<file path="config.mk">
export PLATFORM = sky130hd
export DESIGN_NAME = debounce_scan_arbiter
export DESIGN_NICKNAME = d
export VERILOG_FILES = /design/src/rtl/debounce_pkg.sv /design/src/rtl/debounce_channel.sv /design/src/rtl/debounce_scan_arbiter.sv
export SDC_FILE = /design/constraint.sdc
export NUM_CORES = 1
export LEC_CHECK = 0
export ABC_CLOCK_PERIOD_IN_PS = 3300
export CAP_MARGIN = 20
export CORE_ASPECT_RATIO = 0.5
export CORE_MARGIN = 2
export CORE_UTILIZATION = 50
export DETAILED_ROUTE_END_ITERATION = 6
export HOLD_SLACK_MARGIN = 0.08
export PLACE_DENSITY = 0.66
export SLEW_MARGIN = 5
export SYNTH_ARGS = -nofsm -noshare
export SYNTH_HDL_FRONTEND = slang
export SYNTH_SLANG_ARGS = --single-unit
</file>
<file path="constraint.sdc">
create_clock -name clk -period 3.3 [get_ports clk]
set_input_delay 0.66 -clock clk [delete_from_list [all_inputs] [get_ports clk]]
set_output_delay 0.66 -clock clk [all_outputs]
set_load 0.03 [all_outputs]
</file>
<file path="src/rtl/debounce_pkg.sv">
// Shared constants for the debounced input controller: arbiter state encoding,
// default tick divide and the edge-direction polarity of ev_rise.
package debounce_pkg;

    typedef enum logic {
        ARB_IDLE    = 1'b0,
        ARB_PRESENT = 1'b1
    } arb_state_t;

    // 100 MHz clock divided down to a 50 Hz sample tick
    localparam logic [20:0] DEFAULT_DIVIDE = 21'd2000000;

    // Value of a channel's new level that is reported as a rising edge
    localparam logic EV_RISE = 1'b1;

endpackage

</file>
<file path="src/rtl/debounce_channel.sv">
// One debounce channel: 2-FF synchroniser, tick-gated agreement counter and
// level register. Emits a one-cycle post strobe with the new level as dir.
module debounce_channel #(
    parameter int STABLE_CNT = 2
) (
    input  logic clk,
    input  logic rst_n,
    input  logic raw,
    input  logic tick,
    output logic level,
    output logic post,
    output logic dir
);

    localparam logic [3:0] LAST = 4'(STABLE_CNT - 1);

    logic       sync0;
    logic       sync1;
    logic [3:0] agree;

    // Acceptance happens on the tick that completes the agreement run
    assign post = tick && (sync1 != level) && (agree == LAST);
    assign dir  = sync1;

    always_ff @(posedge clk or negedge rst_n) begin
        if (!rst_n) begin
            sync0 <= 1'b0;
            sync1 <= 1'b0;
            level <= 1'b0;
            agree <= '0;
        end else begin
            sync0 <= raw;
            sync1 <= sync0;
            if (tick) begin
                if (sync1 != level) begin
                    if (agree == LAST) begin
                        level <= sync1;
                        agree <= '0;
                    end else begin
                        agree <= agree + 4'd1;
                    end
                end else begin
                    agree <= '0;
                end
            end
        end
    end

endmodule

</file>
<file path="src/rtl/debounce_scan_arbiter.sv">
// Shared-prescaler debouncer bank whose edge events are serialised by a
// round-robin arbiter onto one valid/ready port with sticky overflow flags.
module debounce_scan_arbiter
    import debounce_pkg::*;
#(
    parameter int                   N_CH       = 4,
    parameter int                   DIV_WIDTH  = 21,
    parameter logic [DIV_WIDTH-1:0] N_DIVIDE   = DIV_WIDTH'(DEFAULT_DIVIDE),
    parameter int                   STABLE_CNT = 2,
    localparam int                  CH_W       = $clog2(N_CH)
) (
    input  logic            clk,
    input  logic            rst_n,
    input  logic [N_CH-1:0] in,
    input  logic            enable,
    input  logic            ovf_clr,
    output logic [N_CH-1:0] level,
    output logic            ev_valid,
    input  logic            ev_ready,
    output logic [CH_W-1:0] ev_ch,
    output logic            ev_rise,
    output logic [N_CH-1:0] overflow
);

    localparam logic [DIV_WIDTH-1:0] TICK_AT = N_DIVIDE - 1'b1;

    logic [DIV_WIDTH-1:0] cnt;
    logic                 tick;
    logic [N_CH-1:0]      post;
    logic [N_CH-1:0]      post_dir;
    logic [N_CH-1:0]      pend;
    logic [N_CH-1:0]      pend_dir;
    logic [N_CH-1:0]      grant_clr;
    logic [CH_W-1:0]      ptr;
    logic [CH_W-1:0]      grant_ch;
    logic                 grant;
    arb_state_t           state;
    arb_state_t           state_next;

    assign tick = enable && (cnt == TICK_AT);

    always_ff @(posedge clk or negedge rst_n) begin
        if (!rst_n) begin
            cnt <= '0;
        end else if (!enable || tick) begin
            cnt <= '0;
        end else begin
            cnt <= cnt + 1'b1;
        end
    end

    for (genvar i = 0; i < N_CH; i++) begin : g_ch
        debounce_channel #(
            .STABLE_CNT(STABLE_CNT)
        ) u_ch (
            .clk  (clk),
            .rst_n(rst_n),
            .raw  (in[i]),
            .tick (tick),
            .level(level[i]),
            .post (post[i]),
            .dir  (post_dir[i])
        );
    end

    // Round-robin search starts one past the last granted channel
    always_comb begin
        int idx;
        idx        = 0;
        state_next = state;
        grant      = 1'b0;
        grant_ch   = '0;
        case (state)
            ARB_IDLE: begin
                for (int k = 1; k <= N_CH; k++) begin
                    idx = (int'(ptr) + k) % N_CH;
                    if (!grant && pend[idx]) begin
                        grant    = 1'b1;
                        grant_ch = CH_W'(idx);
                    end
                end
                if (grant) state_next = ARB_PRESENT;
            end
            ARB_PRESENT: begin
                if (ev_ready) state_next = ARB_IDLE;
            end
            default: state_next = ARB_IDLE;
        endcase
    end

    assign grant_clr = grant ? (N_CH'(1) << grant_ch) : '0;
    assign ev_valid  = (state == ARB_PRESENT);

    always_ff @(posedge clk or negedge rst_n) begin
        if (!rst_n) begin
            state   <= ARB_IDLE;
            ptr     <= '0;
            ev_ch   <= '0;
            ev_rise <= 1'b0;
        end else begin
            state <= state_next;
            if (grant) begin
                ptr     <= grant_ch;
                ev_ch   <= grant_ch;
                ev_rise <= (pend_dir[grant_ch] == EV_RISE);
            end
        end
    end

    // A post landing on a slot being granted this cycle refills it cleanly
    always_ff @(posedge clk or negedge rst_n) begin
        if (!rst_n) begin
            pend     <= '0;
            pend_dir <= '0;
            overflow <= '0;
        end else begin
            if (ovf_clr) overflow <= '0;
            for (int i = 0; i < N_CH; i++) begin
                if (post[i]) begin
                    pend[i]     <= 1'b1;
                    pend_dir[i] <= post_dir[i];
                    if (pend[i] && !grant_clr[i]) overflow[i] <= 1'b1;
                end else if (grant_clr[i]) begin
                    pend[i] <= 1'b0;
                end
            end
        end
    end

endmodule

</file>
After elaboration in Yosys (flattened, before gate mapping)
Cells that the tools add are included.
Operators by class
  add/sub/neg operators: 9
  $lt $le $gt $ge: 5
  equality and inequality tests: 9
  shifts and indexed selects: 1
  mux-type cells: 58
  bitwise gates (word level): 5
  reduce and logical (&&, ||, !) cells: 37
Operator list (number)
  2-to-1 mux 4 bit: 10
  2-to-1 mux 1 bit: 36
  adder 21 x 1 -> 21 bit (second input constant): 1
  equality test 21 bit (second input constant): 1
  2-to-1 mux 21 bit: 1
  adder 4 x 1 -> 4 bit (second input constant): 4
  equality test 4 x 1 -> 1 bit (second input constant): 4
  logical AND 1 bit: 16
  less-than comparator 3 x 4 -> 1 bit (second input constant): 4
  AND reduction 3 bit: 4
  binary-select mux 1 bit (select 2 bit): 5
  2-to-1 mux 2 bit: 5
  zero test 1 bit: 8
  nonzero test 2 bit: 4
  OR reduction 2 bit: 4
  adder 2 x 1 -> 2 bit (second input constant): 2
  adder 2 bit (second input constant): 2
  AND 1 bit (first input constant): 4
  inequality test 1 bit: 4
  left shift 1 x 2 -> 4 bit (first input constant): 1
  less-than comparator 2 x 3 -> 1 bit (second input constant): 1
  case mux 1 bit (2 select lines): 1
  logical OR 1 bit: 1
  NOT 1 bit: 1
Storage, ports and cells
  register bits after elaboration: 65
  bits of input ports: 9
  output and inout bits: 12
  logic and storage cells: 153

Longest topological paths before layout
  depth after elaboration: 26
  depth in mapped cells: 8
  mapped depth without buffers: 6

Modules after synthesis
Synthesis repeated with hierarchy kept, for this count alone.
Unflattened totals
  cell total of the unflattened synthesis: 278
  area, all modules: 3025.4 um^2
Modules (own cells, without submodules)
  debounce_scan_arbiter: times used 1, cells an instance 170, area an instance 1769.2 um^2, sequential area each 925.9 um^2
  debounce_channel: times used 4, cells an instance 27, area an instance 314.1 um^2, sequential area each 175.2 um^2

Least setup slack after synthesis
OpenSTA, ideal clock, no wires.
  path kind: reg-to-reg
  start point: register ptr[1]
  end point: register ev_rise
  setup time: 0.126 ns
  data arrival time: 1.820 ns
  data required time: 3.174 ns
  slack: 1.354 ns
  cell stages (with the launch flop): 6
  path buffers: 0
  path through: dfrtp_1 or2b_1 a21oi_1 nor3_1 mux2_4 a311o_1
On the way
  word-level cells in the longest chain between the ends: 20
  elaborated cells on any way between the ends: 38
RTL lines
  from (decl): line debounce_scan_arbiter.sv:34  | logic [CH_W-1:0] ptr;
  from (signal assigned): line debounce_scan_arbiter.sv:103  | ptr <= grant_ch;
  adder 2 x 1 -> 2 bit: line debounce_scan_arbiter.sv:76  | idx = (int'(ptr) + k) % N_CH;
  binary-select mux 1 bit (select 2 bit): line debounce_scan_arbiter.sv:77  | if (!grant && pend[idx]) begin
  2-to-1 mux 1 bit (implied by the code) (2 in a row): line debounce_scan_arbiter.sv:77
  2-to-1 mux 1 bit: line debounce_scan_arbiter.sv:77
  2-to-1 mux 1 bit: line debounce_scan_arbiter.sv:73  | case (state)
  zero test 1 bit: line debounce_scan_arbiter.sv:77
  logical AND 1 bit: line debounce_scan_arbiter.sv:77
  2-to-1 mux 1 bit: line debounce_scan_arbiter.sv:77
  [3 not listed]
  2-to-1 mux 1 bit: line debounce_scan_arbiter.sv:77
  2-to-1 mux 1 bit: line debounce_scan_arbiter.sv:73
  zero test 1 bit: line debounce_scan_arbiter.sv:77
  logical AND 1 bit: line debounce_scan_arbiter.sv:77
  2-to-1 mux 2 bit: line debounce_scan_arbiter.sv:77
  2-to-1 mux 2 bit: line debounce_scan_arbiter.sv:73
  binary-select mux 1 bit (select 2 bit): line debounce_scan_arbiter.sv:105  | ev_rise <= (pend_dir[grant_ch] == EV_RISE);
  2-to-1 mux 1 bit (implied by the code): line debounce_scan_arbiter.sv:105
  to (signal assigned): line debounce_scan_arbiter.sv:105
  to (decl): line debounce_scan_arbiter.sv:21  | output logic ev_rise,
Several ways; a longest one is shown, not always the timed one. The select of a mux whose other input is x is not followed.
A chain may end at the register's enable or synchronous reset.

Final worst setup path
  start point: register cnt[0]
  end point: register g_ch[3].u_ch.agree[3]
On the way
  word-level cells in the longest chain between the ends: 2
RTL lines
  from (decl): line debounce_scan_arbiter.sv:27  | logic [DIV_WIDTH-1:0] cnt;
  from (signal assigned): line debounce_scan_arbiter.sv:48  | cnt <= cnt + 1'b1;
  equality test 21 bit: line debounce_scan_arbiter.sv:40  | assign tick = enable && (cnt == TICK_AT);
  logical AND 1 bit: line debounce_scan_arbiter.sv:40
  to (signal assigned): line debounce_channel.sv:40  | agree <= agree + 4'd1;
  to (decl): line debounce_channel.sv:19  | logic [3:0] agree;
No other way between the ends.

==> results.toml <==
[outcome]
status = "complete, no violations"

[power_and_ir_drop]
leakage_nw = 1.59
power_mw = 2.07
ir_drop_mv = 0.264
power_density_nw_per_um2 = 567

[route]
dr.first_iter.drc_count = 150
routed_wl_um = 6030
antenna_left = 0
dr_total_vias = 2328
drt_pre_antenna_iters = 4
vias_per_cell = 5.45
drc = 0
wl_per_cell_um = 14.1

[floorplanning]
die_w_um = 116
coreArea_um2 = 6030
io_pins = 21
dieArea_um2 = 6910
rows = 20
initial_utilization_pct = 51.6
die_h_um = 59.8

[clock_tree]
cts_tree = "built"
clock_latency_ns = 0.33
cts_num_sinks = 65
clkSlewWorstSetupHoldPaths_ns = 0.05
cts-resized-gates = 0
ctsLongestPathBuffers = 2
cts_setup_buffers = 0
cts_hold_buffers = 0
numCtsBuffers = 9
root_buffer = "clkbuf_16"
ctsHtreeMaxLevel = 3

[timing]
rsz0062_at_grt = "false"
skew_ns = 0.00785
slew_violations = 0
fin_crit_ns = 2.29
max_freq_ghz = 0.437
worst_slew_margin_rel_pct = 49.5
worst_pin_slew_ns = 0.750
period_share_pct = 69.4
setup_viol = 0
hold_ws_ns = 0.234
hold_viol_final = 0
tns_ns = 0

[placed_design]
gp_congestion = 0.825
io_buffers = 20
place_hpwl_um = 4160
placed_cell_area_um2 = 3380

[finish]
finalNetCount = 352
regArea_um2 = 1630
num_antenna_cells = 0
drive_above_1_share_pct = 8.26
syn2layout_area_growth_pct = 17.5
final_area_um2 = 3660
n_fill_cell = 499
multiInputGateArea_um2 = 1380

[critical_path]
cpPeakStageDelay_ns = 0.65
critPathMaxFanout = 25
start_kind = "flop"
cp_data_required_time_ns = 3.55
crit_type = "flop to flop"
cp_num_buf_inv = 0
crit_chain = "ha_1, nand2_1, nor2_1, nand3_2, or4_1, o211ai_1"
critical_path.top_delay_family = "simple AND/OR/NAND/NOR gates"
crit_path_end_kind = "flop"
slowest_stage = "or4_1"
crit_arrival_ns = 2.53

[synthesis]
synth.most_common_cell = "dfrtp_1"
async_reset_ff_share_pct = 100
ys.flop_type = "dfrtp_1"
syn_inst = 310
mappedNetlistArea_um2 = 3110
avgSynthCellArea_um2 = 10.0
yosysTopAreaCellShare_pct = 52.3
synth_cell_types = 46
yosysWarnings = 0
synth_edf_count = 0
synth_nets = 328
yosysTopAreaCell = "dfrtp_1"
ys_seq_area_share_pct = 52.3
ys_top_cells_by_count = "dfrtp_1 (65), nor2_1 (34), nand2_1 (26), o21ai_0 (26), nand3_1 (16)"
yosys_register_bits = 65
synth_area_leaders = "dfrtp_1 (52%), o21ai_0 (4.2%), nor2_1 (4.1%)"

[global_routing]
grt_max_degree = 52
grt_pass1_wl_um = 10400
track_usage_pct = 20.1
first_global_vias = 2246
grt.overflow.total = 0
antenna_found_initial = 0

[hold_path]
hold_path.class = "input pin to asynchronous set/reset pin"

[run]
cap_violations = 0
-- per-layer routing --
layer | GRT usage [%] | vias to the layer above | wire, um
li1 | - | 1142 | -
met1 | 25.4 | 1127 | 2830
met2 | 32.2 | 50 | 2770
met3 | 8.42 | 9 | 340
met4 | 5.51 | 0 | 83
met5 | 0 | - | 0
-- cell usage in the layout, fill, tap and decap left out, drive strengths merged, types with 3 or more instances in the layout --
master and n:
clkdlybuf4s50 19, inv 13, nor2b 4, clkbuf 13, buf 4, xnor2 11
or4 5, and3 7, dfrtp 65, o31ai 12, nand2 26, clkinv 3
and2 4, nor2 34, nand4 3, xor2 12, a31oi 4, o21ai 27
ha 9, nand3b 4, a21oi 9, nor3 3, nand3 17, o32ai 3
nand2b 4
-- cell families after synthesis --
| group | count (synthesis) | share of synthesized area (%) |
|---|---|---|
| adder cells (fa/ha/maj) | 9 | 3.62 |
| multiplexers | 2 | 0.844 |
| flip-flops | 65 | 52.3 |
| AO/OA/AOI/OAI | 61 | 11.9 |
| buffers and inverters | 23 | 3.42 |
| XOR/XNOR | 23 | 6.47 |
| AND/OR/NAND/NOR | 127 | 21.5 |
-- flip-flops by register name, indices dropped and copies added (netlist names) --
signal,cells
cnt,21
ev_rise,1
ev_valid,1
g_ch.u_ch.agree,16
g_ch.u_ch.dir,4
g_ch.u_ch.level,4
g_ch.u_ch.sync0,4
overflow,4
pend,4
pend_dir,4
ptr,2
-- metrics by stage --
step                      utilization, %  setup WS (ns)  std cells
after global routing                60.7          0.778        427
after global placement              56.1          0.764        411
after floorplan                        -           1.35        310
after CTS                           60.7          0.994        427
final                               60.7           1.01        427
after detailed placement            56.1          0.674        411
-- worst paths after layout --
check                                    from                    end  slack (ns)  depth (start not counted)
max in group asynchronous               rst_n                 cnt[3]        2.11                          2
min                                     rst_n                 ptr[1]        0.23                          1
min reg2reg                g_ch[3].u_ch.sync0       g_ch[3].u_ch.dir        0.35                          0
max                                    cnt[0]  g_ch[3].u_ch.agree[3]        1.01                          6
max reg2reg                            cnt[0]  g_ch[3].u_ch.agree[3]        1.01                          6
min in group clk           g_ch[3].u_ch.sync0       g_ch[3].u_ch.dir        0.35                          0
-- area by class of cell --
class	instances	share of cell area (%)
clock buffer	13	7.11
sequential	65	44.5
inverter	13	1.33
tap	88	3.01
timing repair buffer	23	5.95
multi-input combinational	222	37.7
clock inverter	3	0.410
-- power breakdown --
part | leakage, nW | internal (mW) | switching (mW) | total (mW)
registers | 0.847 | 0.843 | 0.0529 | 0.896
logic | 0.607 | 0.131 | 0.186 | 0.317
clock network | 0.139 | 0.545 | 0.317 | 0.861
Power figures use the tool's default switching activity.
==> edit (config.mk and constraints unchanged) <==
Set the parameter `N_CH` to 8 (it was 4).
--- a/src/rtl/debounce_scan_arbiter.sv
+++ b/src/rtl/debounce_scan_arbiter.sv
@@ -3,7 +3,7 @@
 module debounce_scan_arbiter
     import debounce_pkg::*;
 #(
-    parameter int                   N_CH       = 4,
+    parameter int                   N_CH       = 8,
     parameter int                   DIV_WIDTH  = 21,
     parameter logic [DIV_WIDTH-1:0] N_DIVIDE   = DIV_WIDTH'(DEFAULT_DIVIDE),
     parameter int                   STABLE_CNT = 2,
Ports: changed (resized ev_ch, in, level and overflow); port bits go from 21 to 34. The function was not compared with the original's and may differ.
==> edit against the unedited design <==
Final area rose by 90%; wire length increased by 100%; synthesized area up 84%; highest routed layer unchanged; sequential cell count up 41; setup slack got worse by 980 ps; first-iteration DRC count grew 94%; global-route usage rose by 0.34 points; power rose to 2.7 times the old value; cell count increased by 80%; clock skew rose by 2.0 ps.
==> edit: results <==
[place]
place_area_um2 = 6370
port_buffers = 33
gp_congestion = 0.910
dp.cells = 740

[final_layout]
n_fill_cell = 882
top_regs = g_ch.u_ch.agree (32), cnt (21)
finalNetCount = 649
fin_util_pct = 62.6

[sta]
fmax_ghz = 0.306
tightest_slew_ps = 726
fin_skew_ps = 9.89
hold_slack_ps = 333

[logic_synthesis]
synth_commonest_cells = dfrtp_1, nand2_1, nor2_1
synth_mux_area_share_pct = 12.0
synth-seq-area-share_pct = 46.4
synth_compound_area_share_pct = 10.7
synth_xor_xnor_area_share_pct = 4.29
yosys-top-cells-area = dfrtp_1, ha_1, nand2_1
synth_nets = 592
avgSynthCellArea_um2 = 10.2
synth-adder-area-share_pct = 4.15

[global_routing]
grt_pass1_vias = 4094
grt_pass1_wl_um = 19800
grt_use_total_pct = 20.4

[pwr]
vdd_ir_drop_max_v = 0.000445
p_leak_nw = 3.02

[run_status]
status = complete, no violations

[setup_path]
crit_fanout = 6
arrival_ps = 3540
r2r_cells = 13
critPathLaunch = ptr[0]

[route]
num_vias = 4294
drt_iter0_markers = 291
wire_per_inst_um = 16.0
drt_first_pass_iters = 5

[clocking]
clk_latency_ps = 350
clk_pin_slew_worst_paths_ps = 70
edit: worst max-delay path: stages (launching register included):
cell      delay, ps
dfrtp_2         430
buf_12          130
inv_6            40
ha_4            300
mux4_2          310
mux2_4          290
nand2b_4        150
nor4b_4         370
nor4_4           80
or3_4           430
buf_6           140
mux2i_1         110
mux2_4          270
o211ai_2        130
edit: power breakdown:
part	internal [mW]	total (mW)	switching, mW
sequential	1.37	1.49	0.126
clock	0.753	1.24	0.490
combinational	1.33	2.82	1.49
total	3.45	5.56	2.11
edit: final cells by class:
class | instances | share of cell area [%]
clock buffer | 10 | 3.30
clock inverter | 6 | 1.71
inverter | 25 | 1.43
multi-input combinational | 403 | 42.7
sequential | 106 | 38.3
tap | 145 | 2.62
timing repair buffer | 72 | 9.98
edit: layer usage:
layer	global-route usage, %	part of all wire (%)	up-vias
li1	-	-	2070
met1	26.6	46	2085
met2	34.1	47	113
met3	3.91	4.0	26
met4	8.53	3.0	0
met5	0	0	-
